[config.mk]
export PLATFORM = sky130hd
export DESIGN_NAME = stream_downsize
export DESIGN_NICKNAME = d
export VERILOG_FILES = /design/src/rtl/stream_pkg.sv /design/src/rtl/stream_lane_ffs.sv /design/src/rtl/stream_downsize.sv
export SDC_FILE = /design/constraint.sdc
export NUM_CORES = 1
export LEC_CHECK = 0
export CORE_UTILIZATION = 45
export CTS_BUF_LIST = sky130_fd_sc_hd__clkbuf_4 sky130_fd_sc_hd__clkbuf_8
export DETAILED_ROUTE_END_ITERATION = 8
export HOLD_SLACK_MARGIN = 0.1
export PLACE_DENSITY = 0.78
export SLEW_MARGIN = 20
export SYNTH_ARGS = -nofsm -noshare
export SYNTH_HDL_FRONTEND = slang
export SYNTH_SLANG_ARGS = --single-unit
export TNS_END_PERCENT = 5
[constraint.sdc]
create_clock -name clk -period 1.9 [get_ports clk]
set_clock_uncertainty 0.2 [all_clocks]
set_input_delay 0.57 -clock clk [delete_from_list [all_inputs] [get_ports clk]]
set_output_delay 0.57 -clock clk [all_outputs]
set_load 0.05 [all_outputs]
[src/rtl/stream_pkg.sv]
// Shared definitions for the stream width-conversion blocks.
//   clog2_min1 : lane-index width helper, never returns less than 1 bit
//   state_t    : two-state encoding used by the downsizer control FSM
package stream_pkg;

    function automatic int unsigned clog2_min1(input int unsigned n);
        return (n <= 1) ? 1 : $clog2(n);
    endfunction

    typedef enum logic {
        ST_IDLE = 1'b0,
        ST_SEND = 1'b1
    } state_t;

endpackage

[src/rtl/stream_lane_ffs.sv]
// Combinational find-first-set over a lane mask.
//   mask       : lane mask, bit 0 has highest priority
//   index      : index of the lowest set bit (0 when mask is empty)
//   any        : at least one bit set
//   single_bit : exactly one bit set
module stream_lane_ffs
    import stream_pkg::*;
#(
    parameter int unsigned T_DATA_RATIO = 2
) (
    input  logic [T_DATA_RATIO-1:0]              mask,
    output logic [clog2_min1(T_DATA_RATIO)-1:0]  index,
    output logic                                 any,
    output logic                                 single_bit
);

    localparam int unsigned IDX_W = clog2_min1(T_DATA_RATIO);

    // Scan from the top down so the lowest set bit is the last one written.
    always_comb begin
        index = '0;
        for (int unsigned i = T_DATA_RATIO; i > 0; i--) begin
            if (mask[i-1]) begin
                index = IDX_W'(i - 1);
            end
        end
    end

    assign any        = |mask;
    // x & (x-1) clears the lowest set bit; zero afterwards means only one was set.
    assign single_bit = any && ((mask & (mask - T_DATA_RATIO'(1))) == '0);

endmodule

[src/rtl/stream_downsize.sv]
// Wide-to-narrow stream converter. Takes one wide beat of T_DATA_RATIO lanes
// with a per-lane keep mask and a packet-last flag, and emits the kept lanes
// as consecutive narrow words, lowest lane first. m_last_o accompanies the
// final kept lane of a beat that carried s_last_i.
//   clk, rst_n            : clock, asynchronous active-low reset
//   s_data_i/keep/last    : wide input beat, handshake s_valid_i/s_ready_o
//   m_data_o/m_last_o     : narrow output word, handshake m_valid_o/m_ready_i
module stream_downsize
    import stream_pkg::*;
#(
    parameter int unsigned T_DATA_WIDTH = 4,
    parameter int unsigned T_DATA_RATIO = 2
) (
    input  logic                                      clk,
    input  logic                                      rst_n,
    input  logic [T_DATA_RATIO-1:0][T_DATA_WIDTH-1:0] s_data_i,
    input  logic [T_DATA_RATIO-1:0]                   s_keep_i,
    input  logic                                      s_last_i,
    input  logic                                      s_valid_i,
    output logic                                      s_ready_o,
    output logic [T_DATA_WIDTH-1:0]                   m_data_o,
    output logic                                      m_last_o,
    output logic                                      m_valid_o,
    input  logic                                      m_ready_i
);

    localparam int unsigned IDX_W = clog2_min1(T_DATA_RATIO);
    typedef logic [IDX_W-1:0] lane_idx_t;

    state_t                                  state_q, state_d;
    logic [T_DATA_RATIO-1:0][T_DATA_WIDTH-1:0] buf_q, buf_d;
    logic [T_DATA_RATIO-1:0]                 rem_q, rem_d;
    logic                                    last_q, last_d;
    logic                                    ready_en_q;

    lane_idx_t ffs_idx;
    logic      ffs_any;
    logic      ffs_single;
    logic      final_word;

    stream_lane_ffs #(
        .T_DATA_RATIO (T_DATA_RATIO)
    ) u_ffs (
        .mask       (rem_q),
        .index      (ffs_idx),
        .any        (ffs_any),
        .single_bit (ffs_single)
    );

    // ready_en_q holds s_ready_o low until the first edge after reset release.
    always_ff @(posedge clk or negedge rst_n) begin
        if (!rst_n) begin
            state_q    <= ST_IDLE;
            buf_q      <= '0;
            rem_q      <= '0;
            last_q     <= 1'b0;
            ready_en_q <= 1'b0;
        end else begin
            state_q    <= state_d;
            buf_q      <= buf_d;
            rem_q      <= rem_d;
            last_q     <= last_d;
            ready_en_q <= 1'b1;
        end
    end

    always_comb begin
        state_d = state_q;
        buf_d   = buf_q;
        rem_d   = rem_q;
        last_d  = last_q;

        m_valid_o  = (state_q == ST_SEND);
        m_data_o   = (m_valid_o && ffs_any) ? buf_q[ffs_idx] : '0;
        m_last_o   = m_valid_o & last_q & ffs_single;
        final_word = m_valid_o & m_ready_i & ffs_single;

        // Accept in IDLE, or in the cycle the final word leaves so that a
        // following beat loads without a bubble.
        s_ready_o = ready_en_q & ((state_q == ST_IDLE) | final_word);

        if (m_valid_o && m_ready_i) begin
            rem_d = rem_q & (rem_q - T_DATA_RATIO'(1));
            if (final_word) begin
                state_d = ST_IDLE;
            end
        end

        // A zero-keep beat is consumed with no effect, so state_d stays IDLE.
        if (s_valid_i && s_ready_o && (|s_keep_i)) begin
            buf_d   = s_data_i;
            rem_d   = s_keep_i;
            last_d  = s_last_i;
            state_d = ST_SEND;
        end
    end

endmodule

# Word level (Yosys, flattened, before mapping)
# Index checks and enable logic that the tools add are counted.
# totals
out_inout_bits	7
regBits	13
input_bits	15
# classes
n_bitwise	8
order_cmp	1
n_reduce_logical	11
mux	10
addsub	1
# op_table
cell	n
$mux 4	3
$and 1x1->1	5
$logic_and 1x1->1	5
$mux 1	5
$mux 2	2
$reduce_bool 2->1	2
$reduce_or 2->1	2
$and 2x2->2	1
$logic_not 2->1	1
$lt 1x2->1 const B	1
$reduce_and 2->1	1
$sub 2x1->2 const B	1
$not 1->1	1
$or 1x1->1	1

# Longest topological paths before layout
# Gate-level depths: netlist of run 1.
# depth
depth_word	11
depth_mapped	5
ltp_nobuf	5

# Hierarchy
# A second synthesis of run 1 with hierarchy kept.
# unflattened
hier_cells	51
area_unflattened_um2	631.9
# modules_own_cells
mod	cells_per_inst	area_each_um2	n_inst
stream_downsize	46	595.6	1
stream_lane_ffs	5	36.3	1

# Worst setup path before layout of run 1
# Ideal clock, no wire load.
# synth_timing
path_kind	register to output
start	reg state_q, in the netlist m_valid_o
end	out m_data_o[0]
path_slack_ns	-0.496
arrival_ns	1.626
path_stages_with_launch	3
path_cell_list	dfrtp_1 or2b_1 nor2_1
# synth_between
elab_chain_len	2
# synth_rtl
item	line	text
from (decl)	stream_downsize.sv:30	state_t state_q, state_d;
from (signal assigned)	stream_downsize.sv:59	state_q <= state_d;
$logic_and 1x1->1	stream_downsize.sv:74	m_data_o = (m_valid_o && ffs_any) ? buf_q[ffs_idx] : '0;
$mux 4	stream_downsize.sv:74	
to (decl)	stream_downsize.sv:21	output logic [T_DATA_WIDTH-1:0] m_data_o,
# Every way passes these cells.

# Final worst setup path of run 1
# layout_timing
start	reg rem_q[1]
end	out m_data_o[3]
# layout_between
elab_chain_len	5
word_cells_on_any_way	7
classes_between	5 x mux; 2 x reduce/logical
# layout_rtl
item	line	text
from (decl)	stream_downsize.sv:32	logic [T_DATA_RATIO-1:0] rem_q, rem_d;
from (signal assigned)	stream_downsize.sv:61	rem_q <= rem_d;
$mux 1 (2 in series)	stream_lane_ffs.sv:23	if (mask[i-1]) begin
$mux 4 (not written as such) (2 in series)	stream_downsize.sv:74	
$mux 4 (*)	stream_downsize.sv:74	
# Mark *: on every way between the ends. The rest lies on a longest branch, timed or not. The select of a mux whose other input is x is not followed.

==> flow_summary.toml, run 1 <==
[finish]
layout_commonest_cell = "clkdlybuf4s50_1"
multi_input_area_sq_um = 425
n_fill_cell = 66
diodes = 0
layout-drive-gt1-share = 0.566
layout_common_cells = "clkdlybuf4s50_1, dfrtp_1, mux2_2"
area.sequential_sq_um = 327
syn2layout_area_growth_pct = 73.2
layout.nets = 102
fin_area_sq_um = 1120

[run]
maxCapViolations = 0

[clocking]
clock_latency_ns = 0.27
tritoncts = "done"
cts_buffer_depth = 2
cts.sinks = 13
cts-buffers-inserted = 3
root_buffer = "clkbuf_4"
htree_levels = 1
clkTransAtPathRegs_ns = 0.07

[grt]
grt_max_degree = 14
grt_pass1_wl_mm = 2.10
grt_pass1_vias = 469
track_usage = 0.214
grt-ovfl-total = 0
antenna_found_initial = 0

[worst_setup_path]
start_kind = "register"
cp_max_fo = 4
end_kind = "output port"
critPathKind = "reg2out"
critPathArrivalTime_ns = 1.48
worstPathRequired_ns = 1.13

[floorplanning]
initial_core_util = 0.493
core_sq_um = 1320
dieArea_sq_um = 1600
die_h_um = 40.0
row_count = 13
die_x_um = 40.0
pin_count = 22

[drt]
routed-via-count = 497
route.detailed.drc = 0
ant_nets = 0
routed_wl_mm = 1.52
dr.pass1.iters = 3
drt_iter0_drc = 6
avgRoutedWirePerCell_um = 15.5
vias_per_cell = 5.07

[sta]
rsz0062_at_grt = "true"
finalHoldViolCount = 0
setup_violations = 6
period_needed_ns = 2.25
fin_hold_ws_ns = 0.341
fin_ws_ns = -0.353
finalMaxSlewViolations = 0
clock.fmax_mhz = 444
fin_crit_sh = 1.19

[synth]
synthCells = 51
synthXorXnorAreaFrac = 0
synth_top_family_by_area = "multiplexers"
synth_compound_area_frac = 0.0694
synth-seq-area-share = 0.501
synth.avg_cell_area_sq_um = 12.7
synthAdderAreaFrac = 0.0578
synth_nets = 69
ys_types = 20
ys_seq_elements = 13
muxShareOfSynthArea = 0.233
yosys_warnings = 0
synthesis.area_sq_um = 649
synth_simple_gate_area_frac = 0.116

[placed_design]
place_hpwl_mm = 1.01
io_buffers = 21
place.gp.congestion = 0.704
place_area_sq_um = 983

[hold_path]
hold_class = "reg2reg"

[power_and_ir_drop]
ir_worst_vdd_mv = 1.08
p_leak_nw = 0.469
power_mw = 2.01
power_density_nw_per_um2 = 1780

[run_status]
violations = "negative setup slack"
status = "finished with violations"
[timing repair]
| action | in CTS | in global routing |
|---|---|---|
| setup buffers | 2 | 1 |
| resized for setup | 16 | 1 |
| endpoints found under the setup margin | 15 | 15 |
| pin swaps | 6 | 0 |
| hold buffers | 0 | 0 |
[metal layers]
metal | vias up | track usage | wire length (um)
met5 | - | 0 | 0
met4 | 0 | 0.0776 | 5
met3 | 2 | 0.0667 | 40
met2 | 10 | 0.391 | 825
met1 | 245 | 0.228 | 644
li1 | 240 | - | -
[final timing paths]
| check | from | end | slack, ns | depth (start not counted) |
|---|---|---|---|---|
| worst max-delay path | rem_q[1] | m_data_o[3] | -0.35 | 5 |
| worst min-delay path | last_q | last_q | 0.34 | 1 |
| worst max register to register | rem_q[1] | buf_q[1] | 0.02 | 6 |
| worst min register to register | last_q | last_q | 0.34 | 1 |
| max in group asynchronous | rst_n | m_valid_o | 0.93 | 2 |
| min in group asynchronous | rst_n | buf_q[7] | 0.40 | 2 |
[worst max-delay path, cell delays in order (launching register included)]
cell and delay [ns]:
dfrtp_1 0.39, buf_4 0.15, ha_4 0.21, mux2i_4 0.20
nor2_4 0.11, buf_12 0.14
[through the flow]
stage                     setup WS (ns)  utilization  TNS, ns  instances
after floorplan                 -0.0507            -   -0.236         51
after global placement           -0.413        0.746    -4.46         91
after detailed placement         -0.427        0.746    -4.84         91
after CTS                        -0.362        0.845    -1.98         97
after global routing             -0.430        0.854    -2.79         98
final                            -0.353        0.854    -1.94         98
[power by group]
part	internal (mW)	total (mW)	switching, mW
sequential	0.408	0.541	0.134
combinational	0.694	1.29	0.596
clock	0.0956	0.175	0.0791
total	1.20	2.01	0.808
[area by class of cell]
cell class,instances,area share
clock buffer,4,0.0267
timing repair buffer,29,0.281
sequential,13,0.290
inverter,2,0.00667
tap,15,0.0167
multi-input combinational,35,0.378
[cell usage after synthesis]
cell | n | area share
nor2_4 | 1 | 0.017
mux2i_1 | 5 | 0.077
mux2_2 | 9 | 0.16
nor2_1 | 5 | 0.029
nand4b_1 | 1 | 0.013
and3_1 | 1 | 0.0096
or2b_1 | 1 | 0.012
nand2_1 | 1 | 0.0058
clkbuf_1 | 1 | 0.0058
a31o_2 | 1 | 0.013
inv_1 | 2 | 0.012
nand3_1 | 1 | 0.0077
ha_1 | 3 | 0.058
o21ai_0 | 1 | 0.0077
dfrtp_1 | 13 | 0.50
a21boi_4 | 1 | 0.029
nand2b_1 | 1 | 0.0096
and2b_1 | 1 | 0.012
o211ai_2 | 1 | 0.019
conb_1 | 1 | 0.0058
[logic make-up (layout without fill, tap and decap cells)]
logic type,Yosys count,in the layout
flip-flops,13,13
AND/OR/NAND/NOR,13,13
adder cells (fa/ha/maj),3,3
multiplexers,14,14
other,1,1
AO/OA/AOI/OAI,4,4
buffers and inverters,3,35
[flip-flops by register name, indices dropped and copies added (netlist names)]
signal / flops
m_valid_o: 1
ready_en_q: 1
last_q: 1
buf_q: 8
rem_q: 2
No activity file was read; power rests on OpenSTA's default activity.
==> inputs of run 2 (changes only) <==
ABC_CLOCK_PERIOD_IN_PS = 1900   (was default)
RECOVER_POWER = 50   (was default)
SLEW_MARGIN = default   (was 20)
==> run 2 against run 1 <==
  * The run still ends with negative setup slack left
  * Critical path type unchanged
  * Global-route usage did not move
  * Clock power about the same
  * Non-clock buffer count stayed put
  * Highest routed layer unchanged
  * Cell area is 0.33% lower
  * First-iteration DRC count did not move
  * Core utilization is 0.28 points lower
==> flow_summary.toml, run 2 (synthesis results as in run 1) <==
[run_status]
status = "finished with violations"
violations = "negative setup slack"

[finish]
finalNonFillerCells = 98
fin_area_sq_um = 1120
layout-drive-gt1-share = 0.554
top_regs = "buf_q: 8 flops, rem_q: 2 flops"
layout_common_cells = "dfrtp_1, clkdlybuf4s50_1, mux2_2"
largest_register_ffs = 8
diodes = 0
syn2layout_area_growth_pct = 72.6
layout.nets = 102
max_flop_register = "buf_q"

[worst_setup_path]
cp_max_fo = 4
end_kind = "output port"
worstPathRequired_ns = 1.13
critPathKind = "reg2out"
start_kind = "register"
critPathArrivalTime_ns = 1.48

[hold_path]
hold_class = "reg2reg"

[run]
maxCapViolations = 0

[grt]
grt_max_degree = 14
antenna_found_initial = 0
track_usage = 0.214
grt_pass1_vias = 469
grt-ovfl-total = 0
grt_pass1_wl_mm = 2.10

[floorplanning]
die_h_um = 40.0
die_x_um = 40.0
dieArea_sq_um = 1600
core_sq_um = 1320
initial_core_util = 0.493
row_count = 13
pin_count = 22

[drt]
routed-via-count = 497
ant_nets = 0
drt_iter0_drc = 6
dr.pass1.iters = 3
routed_wl_mm = 1.52
route.detailed.drc = 0
avgRoutedWirePerCell_um = 15.5
vias_per_cell = 5.07

[sta]
tightestPinTransition_ns = 0.704
fin_crit_sh = 1.19
fin_ws_ns = -0.353
finalMaxSlewViolations = 0
tns_ns = -1.94
setup_violations = 6
slew_headroom = 0.531
clock.fmax_mhz = 444
period_needed_ns = 2.25
rsz0062_at_grt = "true"
finalHoldViolCount = 0

[placed_design]
place_area_sq_um = 983
io_buffers = 21
dpl.cell_count = 91
place_hpwl_mm = 1.01
place.gp.congestion = 0.704

[clocking]
cts-buffers-inserted = 3
cts.sinks = 13
clock_latency_ns = 0.27
cts_buffer_depth = 2
htree_levels = 1
clkTransAtPathRegs_ns = 0.07
root_buffer = "clkbuf_4"
tritoncts = "done"

[power_and_ir_drop]
power_density_nw_per_um2 = 1790
p_leak_nw = 0.466
ir_worst_vdd_mv = 1.08
[run 2: worst paths after layout]
path	cells after the start	slack [ns]	endpoint	from
setup reg to reg	6	0.02	buf_q[1]	rem_q[1]
hold / removal	1	0.34	last_q	last_q
hold reg to reg	1	0.34	last_q	last_q
setup / recovery	5	-0.35	m_data_o[3]	rem_q[1]
min in group asynchronous	2	0.65	buf_q[7]	rst_n
max in group asynchronous	2	0.36	m_valid_o	rst_n
[run 2: metrics by stage]
stage                util  setup slack, ns  total power [mW]  hold slack [ns]
CTS                 0.845           -0.362              1.97            0.341
floorplan               -          -0.0507              1.15           0.0744
detailed placement  0.746           -0.427              1.52            0.296
finish              0.851           -0.353              2.00            0.341
global route        0.851           -0.430              2.09            0.355
global placement    0.746           -0.413              1.49            0.290
[run 2: timing repair]
item | in CTS | in global routing
endpoints found under the hold margin | 0 | 0
setup endpoints to repair | 15 | 15
gates resized for setup | 16 | 1
hold buffers | 0 | 0
pin swaps | 6 | 0
buffers inserted | 2 | 1
[run 2: area by class of cell]
cell class,count,area [sq um]
Tap cell,15,18.8
Inverter,2,7.51
Clock buffer,4,30.0
Timing Repair Buffer,29,313
Fill cell,68,196
Sequential cell,13,327
Multi-Input combinational cell,35,425
[run 2: routing by layer]
layer | global-route usage | part of all wire | vias up
li1 | - | - | 240
met1 | 0.228 | 0.42 | 245
met4 | 0.0776 | 0.0033 | 0
met2 | 0.391 | 0.54 | 10
met5 | 0 | 0 | -
met3 | 0.0667 | 0.026 | 2
[run 2: where the power goes]
part	total, mW	internal [mW]	leakage, nW	switching (mW)
registers	0.541	0.408	0.155	0.134
clock network	0.175	0.0956	0.0184	0.0791
logic	1.29	0.693	0.292	0.596
[run 2: critical path, cell delays in order, from the launching register on]
cell,delay (ns)
dfrtp_1,0.39
buf_4,0.15
ha_4,0.21
mux2i_4,0.20
nor2_4,0.11
buf_12,0.14
